`src/rtl/uart_rx_pkg.sv`:
```
// -----------------------------------------------------------------------------
// uart_rx_pkg
// Shared definitions for the UART receive controller:
//   rx_state_t        3-bit FSM state encoding
//   DEFAULT_PRESCALE  typical oversampling ratio (clocks per bit)
//   bit_cnt_w()       width of the in-frame bit index for a given data width
// -----------------------------------------------------------------------------
package uart_rx_pkg;

  typedef enum logic [2:0] {
    ST_IDLE       = 3'd0,
    ST_START      = 3'd1,
    ST_DATA       = 3'd2,
    ST_PARITY     = 3'd3,
    ST_STOP       = 3'd4,
    ST_ERR_CHECK  = 3'd5,
    ST_DATA_VALID = 3'd6
  } rx_state_t;

  localparam int DEFAULT_PRESCALE = 16;

  // Bit index runs 0 (start) .. DATA_WIDTH+3 (second stop with parity).
  function automatic int bit_cnt_w(input int data_width);
    return $clog2(data_width + 4);
  endfunction

endpackage

```
`src/rtl/uart_rx_bit_timer.sv`:
```
// -----------------------------------------------------------------------------
// uart_rx_bit_timer
// Oversampling edge counter and in-frame bit counter.
//   clk, rst_n      clock, asynchronous active-low reset
//   i_enable        advance the edge counter this cycle
//   i_clear         force both counters to 0 (wins over i_enable)
//   i_prescale      clocks per bit
//   o_edge_cnt      position within the current bit
//   o_bit_cnt       bit index within the frame (start = 0)
//   o_bit_end       last edge of the current bit while enabled
// -----------------------------------------------------------------------------
module uart_rx_bit_timer #(
  parameter int PRESCALE_W = 6,
  parameter int BIT_CNT_W  = 4
) (
  input  logic                  clk,
  input  logic                  rst_n,
  input  logic                  i_enable,
  input  logic                  i_clear,
  input  logic [PRESCALE_W-1:0] i_prescale,
  output logic [PRESCALE_W-1:0] o_edge_cnt,
  output logic [BIT_CNT_W-1:0]  o_bit_cnt,
  output logic                  o_bit_end
);

  localparam logic [PRESCALE_W-1:0] P_ONE = PRESCALE_W'(1);
  localparam logic [BIT_CNT_W-1:0]  B_ONE = BIT_CNT_W'(1);

  logic [PRESCALE_W-1:0] r_edge_cnt;
  logic [BIT_CNT_W-1:0]  r_bit_cnt;
  logic                  w_last_edge;

  assign w_last_edge = (r_edge_cnt == (i_prescale - P_ONE));
  assign o_bit_end   = i_enable & w_last_edge;
  assign o_edge_cnt  = r_edge_cnt;
  assign o_bit_cnt   = r_bit_cnt;

  always_ff @(posedge clk or negedge rst_n) begin
    if (!rst_n) begin
      r_edge_cnt <= '0;
      r_bit_cnt  <= '0;
    end else if (i_clear) begin
      r_edge_cnt <= '0;
      r_bit_cnt  <= '0;
    end else if (i_enable) begin
      if (w_last_edge) begin
        r_edge_cnt <= '0;
        r_bit_cnt  <= r_bit_cnt + B_ONE;
      end else begin
        r_edge_cnt <= r_edge_cnt + P_ONE;
      end
    end
  end

endmodule

```
`src/rtl/uart_rx_ctrl_param.sv`:
```
// -----------------------------------------------------------------------------
// uart_rx_ctrl_param
// UART receive frame controller: sequences start/data/parity/stop, owns the
// bit timer, latches frame configuration and accumulates error/break status.
//   clk, rst_n                      clock, asynchronous active-low reset
//   i_rx_in                         synchronized serial line
//   i_prescale, i_par_en, i_par_typ, i_two_stop
//                                   frame config, latched at start detection
//   i_sampled_bit                   majority-voted bit, valid at bit end
//   i_start/par/stop_check_err      checker results
//   o_enable .. o_stop_check_en     datapath strobes (combinational)
//   o_par_typ_q                     latched parity type
//   o_edge_cnt, o_bit_cnt           timer position
//   o_data_valid, o_parity_err, o_framing_err, o_break_det
//                                   one-cycle result pulses
// -----------------------------------------------------------------------------
module uart_rx_ctrl_param
  import uart_rx_pkg::*;
#(
  parameter int DATA_WIDTH = 8,
  parameter int PRESCALE_W = 6
) (
  input  logic                                clk,
  input  logic                                rst_n,
  input  logic                                i_rx_in,
  input  logic [PRESCALE_W-1:0]               i_prescale,
  input  logic                                i_par_en,
  input  logic                                i_par_typ,
  input  logic                                i_two_stop,
  input  logic                                i_sampled_bit,
  input  logic                                i_start_check_err,
  input  logic                                i_par_check_err,
  input  logic                                i_stop_check_err,
  output logic                                o_enable,
  output logic                                o_data_sample_en,
  output logic                                o_deser_en,
  output logic                                o_start_check_en,
  output logic                                o_par_check_en,
  output logic                                o_stop_check_en,
  output logic                                o_par_typ_q,
  output logic [PRESCALE_W-1:0]               o_edge_cnt,
  output logic [bit_cnt_w(DATA_WIDTH)-1:0]    o_bit_cnt,
  output logic                                o_data_valid,
  output logic                                o_parity_err,
  output logic                                o_framing_err,
  output logic                                o_break_det
);

  localparam int BIT_CNT_W = bit_cnt_w(DATA_WIDTH);
  localparam logic [BIT_CNT_W-1:0] LAST_DATA_IDX = BIT_CNT_W'(DATA_WIDTH);
  localparam logic [BIT_CNT_W-1:0] PARITY_IDX    = BIT_CNT_W'(DATA_WIDTH + 1);

  rx_state_t             r_state;
  logic [PRESCALE_W-1:0] r_prescale_q;
  logic                  r_par_en_q, r_par_typ_q, r_two_stop_q;
  logic                  r_brk_acc, r_stop_err, r_par_err;
  logic                  r_stop_pend, r_par_pend;

  logic                  w_start_det, w_active, w_be, w_frame_end, w_cnt_clr;
  logic                  w_stop_err_now, w_par_err_now, w_stop_err_any, w_par_err_any;
  logic [PRESCALE_W-1:0] w_prescale_eff, w_edge_cnt;
  logic [BIT_CNT_W-1:0]  w_bit_cnt, w_last_stop_idx;

  // Detection is gated by rst_n so nothing strobes while held in reset.
  assign w_start_det = rst_n & (r_state == ST_IDLE) & ~i_rx_in;
  assign w_active    = r_state inside {ST_START, ST_DATA, ST_PARITY, ST_STOP};
  // In IDLE the config is not latched yet, so time the detection cycle live.
  assign w_prescale_eff  = (r_state == ST_IDLE) ? i_prescale : r_prescale_q;
  assign w_last_stop_idx = PARITY_IDX + BIT_CNT_W'(r_par_en_q) + BIT_CNT_W'(r_two_stop_q);

  // Ending a frame must also clear the counters, otherwise the bit counter
  // would carry its wrap increment into an immediately following frame.
  assign w_frame_end = w_be & (((r_state == ST_START) & i_start_check_err) |
                               ((r_state == ST_STOP) & (w_bit_cnt == w_last_stop_idx)));
  assign w_cnt_clr   = w_frame_end | ~o_enable;

  uart_rx_bit_timer #(
    .PRESCALE_W (PRESCALE_W),
    .BIT_CNT_W  (BIT_CNT_W)
  ) u_bit_timer (
    .clk        (clk),
    .rst_n      (rst_n),
    .i_enable   (o_enable),
    .i_clear    (w_cnt_clr),
    .i_prescale (w_prescale_eff),
    .o_edge_cnt (w_edge_cnt),
    .o_bit_cnt  (w_bit_cnt),
    .o_bit_end  (w_be)
  );

  // Checker results arrive one cycle after their enable.
  assign w_stop_err_now = r_stop_pend & i_stop_check_err;
  assign w_par_err_now  = r_par_pend & i_par_check_err;
  assign w_stop_err_any = r_stop_err | w_stop_err_now;
  assign w_par_err_any  = r_par_err | w_par_err_now;

  assign o_enable         = w_active | w_start_det;
  assign o_data_sample_en = o_enable | (r_state == ST_ERR_CHECK);
  assign o_start_check_en = w_start_det |
                            ((r_state == ST_START) & w_be & (w_bit_cnt == '0));
  assign o_deser_en       = (r_state == ST_DATA) & ~(w_be & (w_bit_cnt == LAST_DATA_IDX));
  assign o_par_check_en   = (r_state == ST_PARITY) & w_be & (w_bit_cnt == PARITY_IDX);
  assign o_stop_check_en  = (r_state == ST_STOP) & w_be;
  assign o_par_typ_q      = r_par_typ_q;
  assign o_edge_cnt       = w_edge_cnt;
  assign o_bit_cnt        = w_bit_cnt;

  // A line that stayed low for the whole frame is a break; it masks errors.
  assign o_break_det   = (r_state == ST_ERR_CHECK) & ~r_brk_acc;
  assign o_framing_err = (r_state == ST_ERR_CHECK) & r_brk_acc & w_stop_err_any;
  assign o_parity_err  = (r_state == ST_ERR_CHECK) & r_brk_acc & w_par_err_any;
  assign o_data_valid  = (r_state == ST_DATA_VALID);

  always_ff @(posedge clk or negedge rst_n) begin
    if (!rst_n) begin
      r_state      <= ST_IDLE;
      r_prescale_q <= '0;
      r_par_en_q   <= 1'b0;
      r_par_typ_q  <= 1'b0;
      r_two_stop_q <= 1'b0;
      r_brk_acc    <= 1'b0;
      r_stop_err   <= 1'b0;
      r_par_err    <= 1'b0;
      r_stop_pend  <= 1'b0;
      r_par_pend   <= 1'b0;
    end else begin
      r_stop_pend <= o_stop_check_en;
      r_par_pend  <= o_par_check_en;
      if (w_stop_err_now) r_stop_err <= 1'b1;
      if (w_par_err_now)  r_par_err  <= 1'b1;
      if (w_be && (r_state inside {ST_DATA, ST_PARITY, ST_STOP}))
        r_brk_acc <= r_brk_acc | i_sampled_bit;

      case (r_state)
        ST_IDLE: begin
          if (w_start_det) begin
            r_state      <= ST_START;
            r_prescale_q <= i_prescale;
            r_par_en_q   <= i_par_en;
            r_par_typ_q  <= i_par_typ;
            r_two_stop_q <= i_two_stop;
            r_brk_acc    <= 1'b0;
            r_stop_err   <= 1'b0;
            r_par_err    <= 1'b0;
          end
        end
        ST_START: begin
          if (w_be && (w_bit_cnt == '0))
            r_state <= i_start_check_err ? ST_IDLE : ST_DATA;
        end
        ST_DATA: begin
          if (w_be && (w_bit_cnt == LAST_DATA_IDX))
            r_state <= r_par_en_q ? ST_PARITY : ST_STOP;
        end
        ST_PARITY: begin
          if (w_be && (w_bit_cnt == PARITY_IDX))
            r_state <= ST_STOP;
        end
        ST_STOP: begin
          if (w_be && (w_bit_cnt == w_last_stop_idx))
            r_state <= ST_ERR_CHECK;
        end
        ST_ERR_CHECK: begin
          if (!r_brk_acc || w_stop_err_any || w_par_err_any)
            r_state <= ST_IDLE;
          else
            r_state <= ST_DATA_VALID;
        end
        ST_DATA_VALID: r_state <= ST_IDLE;
        default:       r_state <= ST_IDLE;
      endcase
    end
  end

endmodule

```
`config.mk`:
```
export PLATFORM = sky130hd
export DESIGN_NAME = uart_rx_ctrl_param
export DESIGN_NICKNAME = d
export VERILOG_FILES = /design/src/rtl/uart_rx_pkg.sv /design/src/rtl/uart_rx_bit_timer.sv /design/src/rtl/uart_rx_ctrl_param.sv
export SDC_FILE = /design/constraint.sdc
export NUM_CORES = 1
export LEC_CHECK = 0
export ABC_CLOCK_PERIOD_IN_PS = 9400
export BUFFER_PORTS_ARGS = -buffer_cell sky130_fd_sc_hd__buf_2
export CORE_UTILIZATION = 45
export DETAILED_ROUTE_END_ITERATION = 8
export MAX_ROUTING_LAYER = met4
export PLACE_DENSITY = 0.65
export SETUP_SLACK_MARGIN = 0.1
export SYNTH_ARGS = -nofsm -noshare
export SYNTH_HDL_FRONTEND = slang
export SYNTH_SLANG_ARGS = --single-unit
```
`constraint.sdc`:
```
create_clock -name clk -period 9.4 [get_ports clk]
set_input_delay 1.88 -clock clk [delete_from_list [all_inputs] [get_ports clk]]
set_output_delay 1.88 -clock clk [all_outputs]
set_load 0.1 [all_outputs]
```
==> run summary <==
Synth Area in Adders: 0.0434
Top Metal Used: met4
R2R setup slack: 6.02 ns
Routed WL: 3860 um
Clock transition at path regs: 0.09 ns
Synth Flop Type: dfrtp_1
Comb power frac: 0.049
Full die area: 4100 sq um
Met1 wire length: 1930 um
Rows: 22
Relative slew slack: 0.337
Vias: 1534
Synth area leader: dfrtp_1
Synth Warn #: 0
Die H: 64.0 um
Final WS setup: 3.00 ns
Syn nets: 228
Overall Global Routing Usage: 0.214
# fillers: 372
CP arrival: 4.52 ns
Commonest cells in the synthesized netlist: nand2_1, dfrtp_1, nor2_1
Synth Area in Simple Gates: 0.283
CTS Buf Count: 3
Setup violators final: 0
Fin crit period: 6.40 ns
DP HPWL: 2780 um
Fmax: 0.156 GHz
Synthesized area: 1730 sq um
Sw Share: 0.221
Gp weighted congestion: 0.816
Post-synthesis compound-gate area fraction: 0.132
Post_cts resized: 0
Pre-CTS WS: 2.98 ns
Detail Route Antenna Nets: 0
Initial DRC count: 56
DIE WIDTH: 64.0 um
Post-CTS Setup Repair Bufs: 0
Netlist cell types: 43
Tightest Hold Check Type: reg2reg
CP Launch Type: input port
Pin count of the biggest net entering global routing: 30
P_int: 150 uW
Hold buffers post-CTS: 0
Number of max-cap violations: 0
I/O Pins: 37
Critical path depth: 8
Crit-path max FO: 10
Pre-antenna DRT Iters: 4
Largest family of logic cells by synthesized area: simple AND/OR/NAND/NOR gates
Port Buffers: 36
Leakage power: 1.01 nW
Status: finished clean
Power Total: 193 uW
CTS max path bufs: 2
Share of the synthesized area in the top cell type: 0.390
Worst-Skew Late Latency: 0.28 ns
Synth Area in XOR/XNOR: 0.0709
Most common cell in the netlist: nand2_1
Syn avg cell area: 8.40 sq um
Via density: 5.34
CP max stage delay: 0.69 ns
Starting Density: 0.473
Pwr per Cell Area: 97.6 nW/um^2
#FFs+latches synth: 27
DR WL met2: 1750 um
Top cells by area, synth: dfrtp_1, nand2_1, nor2_1
Crit path launch: i_prescale[0]
RR Startpoint: r_state[1]
R2R depth: 8
H-tree Lvls: 1
Layout cells sized above 1: 0.188
Post-route DRC: 0
Worst-Margin Slew: 0.987 ns
First-pass GRT wire length: 6630 um
CP endpoint: o_par_check_en
Register area share after synthesis: 0.390
Worst reg2reg path endpoint: r_state[1]
Vias in the first global route: 1397
Gr ovfl total: 0
RSZ-0062 raised after global routing: no
Bufs and invs on worst path: 2
CTS Sinks: 27
Final #Nets: 262
Worst setup EP type: primary output
Clock root cell: clkbuf_8
Sequential fraction of design power: 0.602
Core area: 3660 sq um
Max VDD drop: 0.0434 mV
Crit path kind: in2out
Final Hold Vio Count: 0
DR WL/cell: 13.4 um
Post-synth EDFFs: 0
Setup TNS: 0 ns
Initial antenna violation count: 0
Slew Viols, Final: 0
Clk pwr share: 0.349
Synth Instances: 206
Ys async rst share: 1.00
Net Switching: 42.6 uW
Tcrit/Tclk final: 0.681
CP required: 7.52 ns
Routed wire length on met3: 134 um
Fin Clk Skew: 0.00198 ns
Cell family with most CP delay: simple AND/OR/NAND/NOR gates
Layout area overhead: 14.2%
Post-synthesis mux area share: 0.0354
ANT cells: 0
Crit-path slowest cell: or4_1
CTS tree: done
CP Cell Sequence: buf_2 > or4_1 > nor2_1 > xnor2_1 > mux2i_1 > or4_1 > nor4_1 > buf_2
-- kinds of logic (layout without fill, tap and decap cells) --
| family | count (synthesis) | in the layout |
|---|---|---|
| buffers and inverters | 16 | 49 |
| and+or+nand+nor | 99 | 99 |
| adders and majority gates | 6 | 6 |
| xor gates and xnor gates | 14 | 14 |
| DFF | 27 | 27 |
| AOI/OAI and AO/OA | 38 | 38 |
| muxes | 6 | 6 |
-- tightest hold or removal path: stages, from the launching register on --
cell,delay (ns)
dfrtp_1,0.35
nand2_1,0.05
nand2_1,0.06
-- routing by layer --
layer | vias to the layer above | track usage
met2 | 26 | 0.315
met4 | 0 | 0.0682
li1 | 778 | -
met3 | 5 | 0.0268
met5 | - | -
met1 | 725 | 0.306
-- area by class of cell --
| class | instances | area [sq um] | share of cell area |
|---|---|---|---|
| Multi-Input combinational cell | 163 | 977 | 0.495 |
| Sequential cell | 27 | 676 | 0.342 |
| Timing Repair Buffer | 37 | 188 | 0.0950 |
| Inverter | 8 | 30.0 | 0.0152 |
| Tap cell | 48 | 60.1 | 0.0304 |
| Clock buffer | 4 | 45.0 | 0.0228 |
-- power by group through the flow --
stage | Combinational [mW] | Sequential, mW | Clock [mW]
2_1_floorplan | 0.00268 | 0.118 | 0
3_3_place_gp | 0.00951 | 0.118 | 0
3_5_place_dp | 0.00957 | 0.118 | 0
4_1_cts | 0.00964 | 0.116 | 0.0705
5_1_grt | 0.0109 | 0.116 | 0.0749
6_report | 0.00939 | 0.116 | 0.0673
-- flip-flops by register name, indices dropped and copies added, names as in the netlist, 3 cells and up --
name	count
r_prescale_q	6
u_bit_timer.o_bit_cnt	4
r_state	3
u_bit_timer.o_edge_cnt	6
-- layout by cell type, fill, tap and decap left out, types with 3 or more instances in the layout --
cell      count
nor2_1       23
nor2b_1       3
and3_1        4
buf_2        36
xor2_1        8
mux2i_1       5
ha_1          6
clkbuf_8      3
nand4_1       3
o21ai_0      10
inv_1         8
nand3_1       9
xnor2_1       6
dfrtp_1      27
or4_1         3
nand2b_1      3
nand2_1      37
a21oi_1      13
-- worst min path at each step --
stage / from / to / slack [ns] / depth (start not counted)
floorplan: r_par_err / r_par_err / 0.46 / 2
global placement: o_par_typ_q / o_par_typ_q / 0.45 / 2
detailed placement: o_par_typ_q / o_par_typ_q / 0.47 / 2
CTS: o_par_typ_q / o_par_typ_q / 0.49 / 2
global route: o_par_typ_q / o_par_typ_q / 0.52 / 2
finish: o_par_typ_q / o_par_typ_q / 0.49 / 2
-- per-stage QoR --
stage	util	hold slack [ns]	cells	instance area, sq um
3_5_place_dp	0.527	0.465	283	1930
3_3_place_gp	0.527	0.452	283	1930
5_1_grt	0.540	0.524	287	1980
4_1_cts	0.540	0.487	287	1980
2_1_floorplan	-	0.460	206	1730
6_report	0.540	0.490	287	1980
Note: power is estimated with default switching activity, not from simulation.
